**config.mk**
```make
export PLATFORM = sky130hd
export DESIGN_NAME = pc_sequencer
export DESIGN_NICKNAME = d
export VERILOG_FILES = /design/src/rtl/pc_sequencer.sv
export SDC_FILE = /design/constraint.sdc
export NUM_CORES = 1
export LEC_CHECK = 0
export CAP_MARGIN = 20
export CORE_MARGIN = 5
export CORE_UTILIZATION = 34
export DETAILED_ROUTE_END_ITERATION = 6
export PLACE_DENSITY = 0.61
export SYNTH_ARGS = -nofsm -noshare
export SYNTH_HDL_FRONTEND = slang
export SYNTH_SLANG_ARGS = --single-unit
```
**constraint.sdc**
```tcl
create_clock -name Clk -period 8.3 [get_ports Clk]
set_input_delay 2.075 -clock Clk [delete_from_list [all_inputs] [get_ports Clk]]
set_output_delay 2.075 -clock Clk [all_outputs]
set_load 0.005 [all_outputs]
```
**src/rtl/pc_sequencer.sv**
```systemverilog
// Flow-control sequencer for the 8-bit program counter: FETCH/EXEC/HALT FSM,
// next-address selection and a small return-address stack.
module pc_sequencer #(
    parameter int WIDTH       = 8,
    parameter int STACK_DEPTH = 4
) (
    input  logic             Clk,
    input  logic             Clear,
    input  logic [WIDTH-1:0] PC,
    input  logic             Instr_Valid,
    input  logic [2:0]       Op,
    input  logic [WIDTH-1:0] Target,
    input  logic             Zero,
    input  logic             Run,
    output logic [WIDTH-1:0] Next_PC,
    output logic             Fetch_En,
    output logic             Exec_En,
    output logic             Halted,
    output logic [3:0]       Depth,
    output logic             Stack_Err
);
    localparam int AW = (STACK_DEPTH > 1) ? $clog2(STACK_DEPTH) : 1;
    localparam logic [3:0] FULL_D = 4'(STACK_DEPTH);

    localparam logic [2:0] OP_SEQ  = 3'b000;
    localparam logic [2:0] OP_JMP  = 3'b001;
    localparam logic [2:0] OP_BEQ  = 3'b010;
    localparam logic [2:0] OP_BNE  = 3'b011;
    localparam logic [2:0] OP_CALL = 3'b100;
    localparam logic [2:0] OP_RET  = 3'b101;
    localparam logic [2:0] OP_HALT = 3'b110;

    typedef enum logic [1:0] {FETCH, EXEC, HALT} state_t;

    state_t           state;
    logic [WIDTH-1:0] cur_pc;
    logic [WIDTH-1:0] stack [STACK_DEPTH];
    logic [WIDTH-1:0] cur_inc;
    logic [WIDTH-1:0] pc_inc;
    logic [WIDTH-1:0] top;
    logic [3:0]       depth_m1;
    logic             full;
    logic             empty;

    assign cur_inc  = cur_pc + WIDTH'(1);
    assign pc_inc   = PC + WIDTH'(1);
    assign depth_m1 = Depth - 4'd1;
    assign top      = stack[depth_m1[AW-1:0]];
    assign full     = (Depth == FULL_D);
    assign empty    = (Depth == 4'd0);

    // EXEC never looks at PC: the counter reloads mid-EXEC on the falling edge.
    always_comb begin
        Next_PC = PC;
        case (state)
            HALT:  Next_PC = Run ? pc_inc : PC;
            EXEC: begin
                case (Op)
                    OP_JMP:  Next_PC = Target;
                    OP_BEQ:  Next_PC = Zero ? Target : cur_inc;
                    OP_BNE:  Next_PC = Zero ? cur_inc : Target;
                    OP_CALL: Next_PC = full ? cur_inc : Target;
                    OP_RET:  Next_PC = empty ? cur_inc : top;
                    OP_HALT: Next_PC = cur_pc;
                    default: Next_PC = cur_inc;
                endcase
            end
            default: Next_PC = PC;
        endcase
    end

    always_ff @(posedge Clk or posedge Clear) begin
        if (Clear) begin
            state     <= FETCH;
            cur_pc    <= '0;
            Depth     <= 4'd0;
            Stack_Err <= 1'b0;
            Fetch_En  <= 1'b1;
            Exec_En   <= 1'b0;
            Halted    <= 1'b0;
        end else begin
            case (state)
                FETCH: begin
                    if (Instr_Valid) begin
                        state    <= EXEC;
                        cur_pc   <= PC;
                        Fetch_En <= 1'b0;
                        Exec_En  <= 1'b1;
                    end
                end
                EXEC: begin
                    Exec_En <= 1'b0;
                    if (Op == OP_HALT) begin
                        state  <= HALT;
                        Halted <= 1'b1;
                    end else begin
                        state    <= FETCH;
                        Fetch_En <= 1'b1;
                    end
                    if (Op == OP_CALL) begin
                        if (full) Stack_Err <= 1'b1;
                        else      Depth     <= Depth + 4'd1;
                    end
                    if (Op == OP_RET) begin
                        if (empty) Stack_Err <= 1'b1;
                        else       Depth     <= depth_m1;
                    end
                end
                HALT: begin
                    if (Run) begin
                        state    <= FETCH;
                        Halted   <= 1'b0;
                        Fetch_En <= 1'b1;
                    end
                end
                default: begin
                    state    <= FETCH;
                    Fetch_En <= 1'b1;
                    Exec_En  <= 1'b0;
                    Halted   <= 1'b0;
                end
            endcase
        end
    end

    // Contents need no reset; Depth alone decides which entries are live.
    always_ff @(posedge Clk) begin
        if (!Clear && state == EXEC && Op == OP_CALL && !full)
            stack[Depth[AW-1:0]] <= cur_inc;
    end
endmodule

```
### Yosys cells after proc, flatten, opt, wreduce, memory -nomap -nowiden

Memory sizes are Yosys's and may differ from the RTL's.
Cells that the tools add are included.

| operators by class | value |
|---|---|
| $add $sub $neg | 4 |
| equal/unequal tests | 13 |
| muxes and demuxes | 30 |
| bitwise gates (word level) | 2 |
| reduce and logical (&&, ||, !) cells | 12 |

Operators by type and width:

| kind | count |
|---|---|
| $pmux 8 s6 | 1 |
| $mux 8 | 5 |
| $add 8x1->8 const B | 2 |
| $mux 4 | 4 |
| $pmux 8 s2 | 1 |
| $mux 1 | 12 |
| $eq 3x3->1 const B | 3 |
| $ne 2x2->1 const B | 4 |
| $eq 3x2->1 const B | 2 |
| $mux 2 | 3 |
| $pmux 1 s3 | 2 |
| $pmux 2 s3 | 1 |
| $reduce_and 2->1 | 3 |
| $reduce_and 3->1 | 2 |
| $add 4x1->4 const B | 1 |
| $eq 4x3->1 const B | 1 |
| $logic_not 4->1 | 1 |
| $sub 4x1->4 const B | 1 |
| $eq 3x1->1 const B | 1 |
| $logic_and 1x1->1 | 3 |
| $eq 2x1->1 const B | 1 |
| $eq 2x2->1 const B | 1 |
| $logic_not 1->1 | 2 |
| $logic_not 2->1 | 1 |
| other kinds (2) | 3 |

| storage, ports and cells | value |
|---|---|
| register bits | 18 |
| RAM bits | 32 |
| bits of input ports | 24 |
| output and inout bits | 16 |
| memories | 1 |

Memory list:

| memory | words | bits a word | read ports | clocked after Yosys merged registers in | wr ports | RTL line | RTL |
|---|---|---|---|---|---|---|---|
| stack | 4 | 8 | 1 | 0 | 1 | 37 | `logic [WIDTH-1:0] stack [STACK_DEPTH];` |

### Depth between registers and ports, before layout

| logic depth | value |
|---|---|
| depth in word-level cells | 6 |
| gate-level depth with buffers | 9 |

### Worst setup path after synthesis

No wires, ideal clock.

| timing | value |
|---|---|
| path type | input port to output port |
| start | input Op[0] |
| end | output Next_PC[6] |
| arrival | 3.302 ns |
| required time | 6.225 ns |
| setup slack | 2.923 ns |
| stages | 7 |
| path buffers | 2 |
| path through | buf_6 -> or3b_4 -> a21oi_2 -> or2_1 -> buf_6 -> a222oi_1 -> a211oi_1 |

| on the way | value |
|---|---|
| longest elaborated chain between the ends | 3 |

Ends and longest elaborated chain:

| element | RTL line | RTL |
|---|---|---|
| start: declaration | 11 | `input logic [2:0] Op,` |
| $eq 3x3->1, or another cell as far along | 58 | `case (Op)` |
| $pmux 8 s6 * | 58 |  |
| $pmux 8 s2 * | 55 | `case (state)` |
| end: declaration | 15 | `output logic [WIDTH-1:0] Next_PC,` |

Every way passes the cells marked *; elsewhere a longest branch is shown, timed or not.

### Final worst setup path

Ends and elaborated chain as after synthesis.

==> impl_metrics.toml <==
[timing]
max_slew.worst_pin.slew_ns = 0.779
timing.max_slew.rel_slack = 0.480
unrepaired_setup_endpoints_after_global_routing = "no"
maxClockFrequency_ghz = 0.150
fin_setup_tns_ns = 0
final.period_utilization = 0.802
fin_worst_skew_ns = 0.00902
period_needed_ns = 6.66
total_count_of_max_transition_violations_in_the_final_report = 0
hold_viol = 0
setup_viol_count_final = 0

[worst_hold_path]
hold_end = "Stack_Err"
hp-start = "Stack_Err"
hold-path-cell-count = 1
hold_wc_path_type = "flop to flop"

[synth]
synth_top_cell_by_area = "edfxtp_1"
ys_seq_elements = 50
synthesis.area_per_instance_sq_um = 11.5
async_reset_ff_frac = 0.360
synth_common_cells = "edfxtp_1, nand2_1, dfrtp_1, o21ai_0, inv_1"
synth_edf_count = 32
netlist_instances = 249
synth_warnings = 0
synth_cell_types = 54
synthesis.nets = 282
synth.cell_area_sq_mm = 0.00286
synthFlopType = "edfxtp_1"
synth_sequential_area_ratio = 0.494
post-synth-top-count-cell = "edfxtp_1"
post_synth_main_area_contributors = "edfxtp_1, dfrtp_1, mux4_2"
fraction_of_synthesized_cell_area_taken_by_the_top_area_cell_type = 0.336

[global_route]
grt_most_used_layer = "met2"
grt_pass1_vias = 2027
groute.layer.met1.usage = 0.189
grt_antenna_before_repair = 0
grt_util_met2 = 0.230
grt_pass1_wl_mm = 11.0
largest_net_degree_at_the_start_of_global_routing = 20
grt_remaining_overflow = 0
gr-usage-all-layers = 0.139
use_met3 = 0.0310

[cells_and_area]
layout.nets = 315
combined_area_of_the_multi_input_logic_cells_sq_mm = 0.00130
final_layout_size_suffix_gt1_frac = 0.124
final_area_sq_mm = 0.00340
sequential_area_sq_mm = 0.00141
diodes = 0
final.fill_count = 783
syn_to_final_growth_pct = 19.1

[cts]
postCtsSetupRepairBufs = 0
cts_num_sinks = 50
clk_path_buf_depth = 2
clockRootBuffer = "clkbuf_8"
cts_htree_levels = 2
ctsResizeCount = 0
clk_pin_slew_ns = 0.10
insertion_delay_of_the_later_clocked_pin_in_the_worst_skew_pair_ns = 0.30
cts_hold_repair.buffers = 0
tritoncts = "yes"
cts_made_buffers = 5

[placement]
globalplace.congestion = 0.785
dpl.hpwl_mm = 5.01
port_buffers = 39
placed_cell_area_sq_mm = 0.00329

[routing]
route.final.wire_length_mm = 6.84
total_via_count_in_the_routed_design = 2111
post_drt_via_cell_ratio = 5.44
drc_errors_left = 0
detail-route-antenna-nets = 0
avgRoutedWirePerCell_um = 17.6
dr.first_iter.drc_count = 120
first_pass_iters = 4

[power]
sequentialPowerShare = 0.395
sw_frac_of_total = 0.363
max-vdd-ir-drop_v = 0.000160
static_leakage_uw = 0.00124
share_comb_of_total_power = 0.438
clock_power_share = 0.168
switchingPower_uw = 375
pwr_density_cell_mw_per_mm2 = 303
pint_uw = 658

[critical_path]
ff2ff_path_depth = 6
worst-endpoint-arrival_ns = 4.58
critical_path.slowest_cell = "clkdlybuf4s50_1"
critical_path.startpoint_type = "primary input"
reg2reg_slack_ns = 5.50
critical-path-max-stage-delay_ns = 0.56
path_max_fanout = 9
rr_startpoint = "Depth[0]"
cp-end-kind = "output port"
worstPathCellList = "clkdlybuf4s50_1, or3b_4, a21oi_2, or2_1, a222oi_1, a211oi_1, clkdlybuf4s50_1"
path_class = "primary input to output port"
crit_path_frequent_cell = "clkdlybuf4s50_1"
worst_r2r_endpoint = "stack[2][3]"
worst-endpoint-required_ns = 6.23

[run_status]
run_status = "complete, no violations"

[floorplanning]
io_pins = 40
rows = 33
core_area_sq_mm = 0.00822
die_w_um = 102
die_height_um = 102
starting_utilization_of_the_core_area = 0.348
floorplan.die_area_sq_mm = 0.0103

[job]
maxCapViolCount = 0
## layout make-up
class,count,share of cell area
Inverter,14,0.0154
Clock inverter,3,0.0132
Multi-Input combinational cell,172,0.383
Tap cell,105,0.0386
Sequential cell,50,0.415
Timing Repair Buffer,39,0.115
Clock buffer,5,0.0202
## metrics by stage
stage	std cells	total power, uW	utilization	worst slack (ns)	hold WS (ns)
after floorplan	249	693	-	2.92	0.468
after global placement	380	864	0.400	1.71	0.492
after detailed placement	380	870	0.400	1.71	0.496
after CTS	388	1040	0.414	1.67	0.522
after global routing	388	1100	0.414	1.52	0.537
final	388	1030	0.414	1.64	0.515
## layer usage
layer,up-vias,part of all wire
met3,4,0.055
met4,0,0.0042
met2,53,0.48
met1,1052,0.46
li1,1002,-
met5,-,0
## registers in the layout, summed over array words and instances (netlist names)
register	count
Exec_En	1
Stack_Err	1
Fetch_En	1
Halted	1
Depth	4
stack	32
state	2
cur_pc	8
## cells in the final DEF (no fill, tap or decap), types with 2 or more instances in the layout
master	n
clkdlybuf4s50_1	39
ha_1	9
nand4_1	3
nor4_1	2
a221oi_2	4
xnor2_1	3
mux4_2	8
o22ai_1	2
a22o_1	7
nand2b_1	2
nor2b_1	4
a221oi_1	2
clkbuf_8	5
and2_1	5
a22oi_1	2
nor2_1	10
a31oi_1	3
nand2_1	25
a211oi_1	2
dfrtp_1	17
a21oi_1	13
nor3_1	4
mux2_2	6
nand3_1	9
inv_1	14
and3b_2	2
o21bai_1	2
edfxtp_1	32
o21ai_0	15
xor2_1	5
clkinvlp_4	2
o221ai_1	3
## worst max-delay path by stage
stage	from	to	slack, ns
after floorplan	Op[0]	Next_PC[6]	2.92
after global placement	Op[0]	Next_PC[6]	1.71
after detailed placement	Op[0]	Next_PC[6]	1.71
after CTS	Op[0]	Next_PC[6]	1.67
after global routing	Op[0]	Next_PC[6]	1.52
final	Op[0]	Next_PC[6]	1.64
## cells by family after synthesis
logic type               share of synthesized area
adder cells (fa/ha/maj)                     0.0394
AND/OR/NAND/NOR                              0.137
buffers and inverters                       0.0495
AO/OA/AOI/OAI                                0.166
flip-flops                                   0.494
multiplexers                                0.0902
XOR/XNOR                                    0.0245
## critical path: cells and delay by family
family                 cells  cell delay (ns)
buffers and inverters      2             1.10
AND/OR/NAND/NOR            2             0.84
AO/OA/AOI/OAI              3             0.55
## power groups by stage
stage                     clock [uW]  combinational, uW  sequential [uW]
after global placement             0                450              414
after CTS                        176                458              409
after global routing             189                495              420
after floorplan                    0                305              388
final                            173                452              408
after detailed placement           0                455              415
(Power assumes the default switching activity.)
==> edit 1: new RTL, config.mk and constraints unchanged <==
The parameter `WIDTH` goes from 8 to 10.
--- a/src/rtl/pc_sequencer.sv
+++ b/src/rtl/pc_sequencer.sv
@@ -2,5 +2,5 @@
 // next-address selection and a small return-address stack.
 module pc_sequencer #(
-    parameter int WIDTH       = 8,
+    parameter int WIDTH       = 10,
     parameter int STACK_DEPTH = 4
 ) (
Interface: changed (resized Next_PC, PC and Target); port bits go from 40 to 46. The function was not compared with the original's and may differ.
==> edit 1 against the original RTL <==
  * Area after synthesis rose by 18%
  * Sequential cell count increased by 10
  * Non-clock buffer count rose by 7
  * Final area up 21%
  * Largest cell class unchanged
  * Register-to-register slack got worse by 0.04 ns
  * Largest power group unchanged
  * Wire length up 30%
  * Worst setup slack worse by 0.077 ns
  * Total power up 31%
==> edit 1: results (changes against the original RTL) <==
\begin{tabular}{lr}
\hline
Metric & Value \\
\hline
\multicolumn{2}{l}{\textbf{Timing}} \\
Worst setup skew after layout & 0.009334 ns (+0.0003132 ns) \\
Slew of the pin with the lowest slew margin & 0.8749 ns (+0.09558 ns) \\
\multicolumn{2}{l}{\textbf{Routing}} \\
Met1 Routed Length & 3990 um (+28\%) \\
Wire length per cell after detailed routing & 18.86 um (+7.0\%) \\
Detail Route met2 WL & 4260 um (+29\%) \\
Vias per std cell & 5.498 (+1.1\%) \\
DRC marker count from the first detailed-route iteration & 157 (+31\%) \\
\multicolumn{2}{l}{\textbf{Cells and area}} \\
Max FFs per register & 40 (+25\%) \\
Fillcell total & 946 (+21\%) \\
Share of post-route cells with drive strength above 1 & 0.1424 (+0.01876) \\
\multicolumn{2}{l}{\textbf{Die}} \\
Floorplan Core Area & 0.009729 mm\^{}2 (+18\%) \\
\multicolumn{2}{l}{\textbf{Yosys}} \\
Synthesized-area fraction occupied by adder cells & 0.03326 (-0.006145) \\
Share of the synthesized netlist area taken by xor and xnor gates & 0.03622 (+0.01170) \\
Fraction of the mapped netlist area in compound gates & 0.1563 (-0.009180) \\
Nets in the synthesized netlist & 326 (+16\%) \\
Register area share after synthesis & 0.5030 (+0.008648) \\
Asr flop ratio synth & 0.3333 (-0.02667) \\
Proportion of synthesized area in mux cells & 0.1057 (+0.01550) \\
\multicolumn{2}{l}{\textbf{Global routing}} \\
Met3 Usage GRT & 0.04287 (+0.01187) \\
Overall fraction of global-route tracks in use & 0.1556 (+0.01655) \\
Wire length of the first global-routing pass & 13970 um (+27\%) \\
Met2 layer usage reported by global route & 0.2487 (+0.01832) \\
Maximum number of pins on one net before global-route repair & 21 (+5.0\%) \\
Vias in the first global route & 2571 (+27\%) \\
\multicolumn{2}{l}{\textbf{Placed design}} \\
Total half-perimeter wirelength after legalization and detailed placement & 6373 um (+27\%) \\
Buffers on Ports & 45 (+15\%) \\
Final GP Congestion & 0.8590 (+9.4\%) \\
\multicolumn{2}{l}{\textbf{Clocking}} \\
Clock-pin slew of the registers on the worst-case setup and hold paths & 0.08 ns (-0.02 ns) \\
Htree depth & 3 (+1) \\
Number of buffers added by the clock tree synthesis step & 9 (+4) \\
\multicolumn{2}{l}{\textbf{Critical path}} \\
Arr. time, crit path & 4.66 ns (+0.08 ns) \\
Cell family contributing the most delay on the critical path & compound AO/OA/AOI/OAI gates \\
Highest net fanout along the worst path & 11 (+2) \\
Delay contributed by the slowest stage of the critical path & 0.71 ns (+0.15 ns) \\
\multicolumn{2}{l}{\textbf{Pwr}} \\
Switching component of the power & 0.5204 mW (+39\%) \\
Power of the sequential group & 0.491 mW (+20\%) \\
Peak ir drop on the vdd network & 116.7 uV (-27\%) \\
Leak Pwr & 1.471 nW (+18\%) \\
\multicolumn{2}{l}{\textbf{Status}} \\
Result of the run & finished clean \\
\hline
\end{tabular}
[edit 1: changes by cell type after synthesis, moves of 4 or more]
cell	change
sky130_fd_sc_hd__a221o_1	+5
sky130_fd_sc_hd__a221oi_2	-4
sky130_fd_sc_hd__a22o_1	-5
sky130_fd_sc_hd__and3_1	+5
sky130_fd_sc_hd__buf_6	-4
sky130_fd_sc_hd__edfxtp_1	+8
sky130_fd_sc_hd__mux2_2	+4
sky130_fd_sc_hd__o21ai_0	-4
sky130_fd_sc_hd__o22ai_1	+4
[edit 1: final cells by class]
cell class                 instances  share of cell area
clock buffer                       9             0.03005
clock inverter                     7             0.01396
inverter                          13             0.01184
multi-input combinational        202              0.3795
sequential                        60              0.4132
tap                              133             0.04038
timing repair buffer              46              0.1111
[edit 1: worst paths after layout]
path / start / endpoint / slack, ns / cells past startpoint
max reg2reg: Depth[0] / stack[3][7] / 5.46 / 6
min in group asynchronous: Clear / Depth[2] / 2.23 / 2
min reg2reg: Stack_Err / Stack_Err / 0.48 / 1
max: Op[0] / Next_PC[8] / 1.57 / 7
max in group asynchronous: Clear / Halted / 5.55 / 2
min: Stack_Err / Stack_Err / 0.48 / 1
[edit 1: through the flow]
stage	std cells	power, mW	hold WS [ns]	utilization
2_1_floorplan	289	0.8600	0.4602	-
3_3_place_gp	454	1.104	0.4564	0.4050
3_5_place_dp	454	1.112	0.4634	0.4050
4_1_cts	470	1.367	0.4812	0.4236
5_1_grt	470	1.439	0.5162	0.4236
6_report	470	1.349	0.4805	0.4236
[edit 1: logic make-up (layout without fill, tap and decap cells)]
family	after synthesis	in the layout
and+or+nand+nor	84	84
AOI/OAI and AO/OA	73	73
DFF	60	60
buffers and inverters	27	75
muxes	22	22
xor gates and xnor gates	14	14
adders and majority gates	9	9
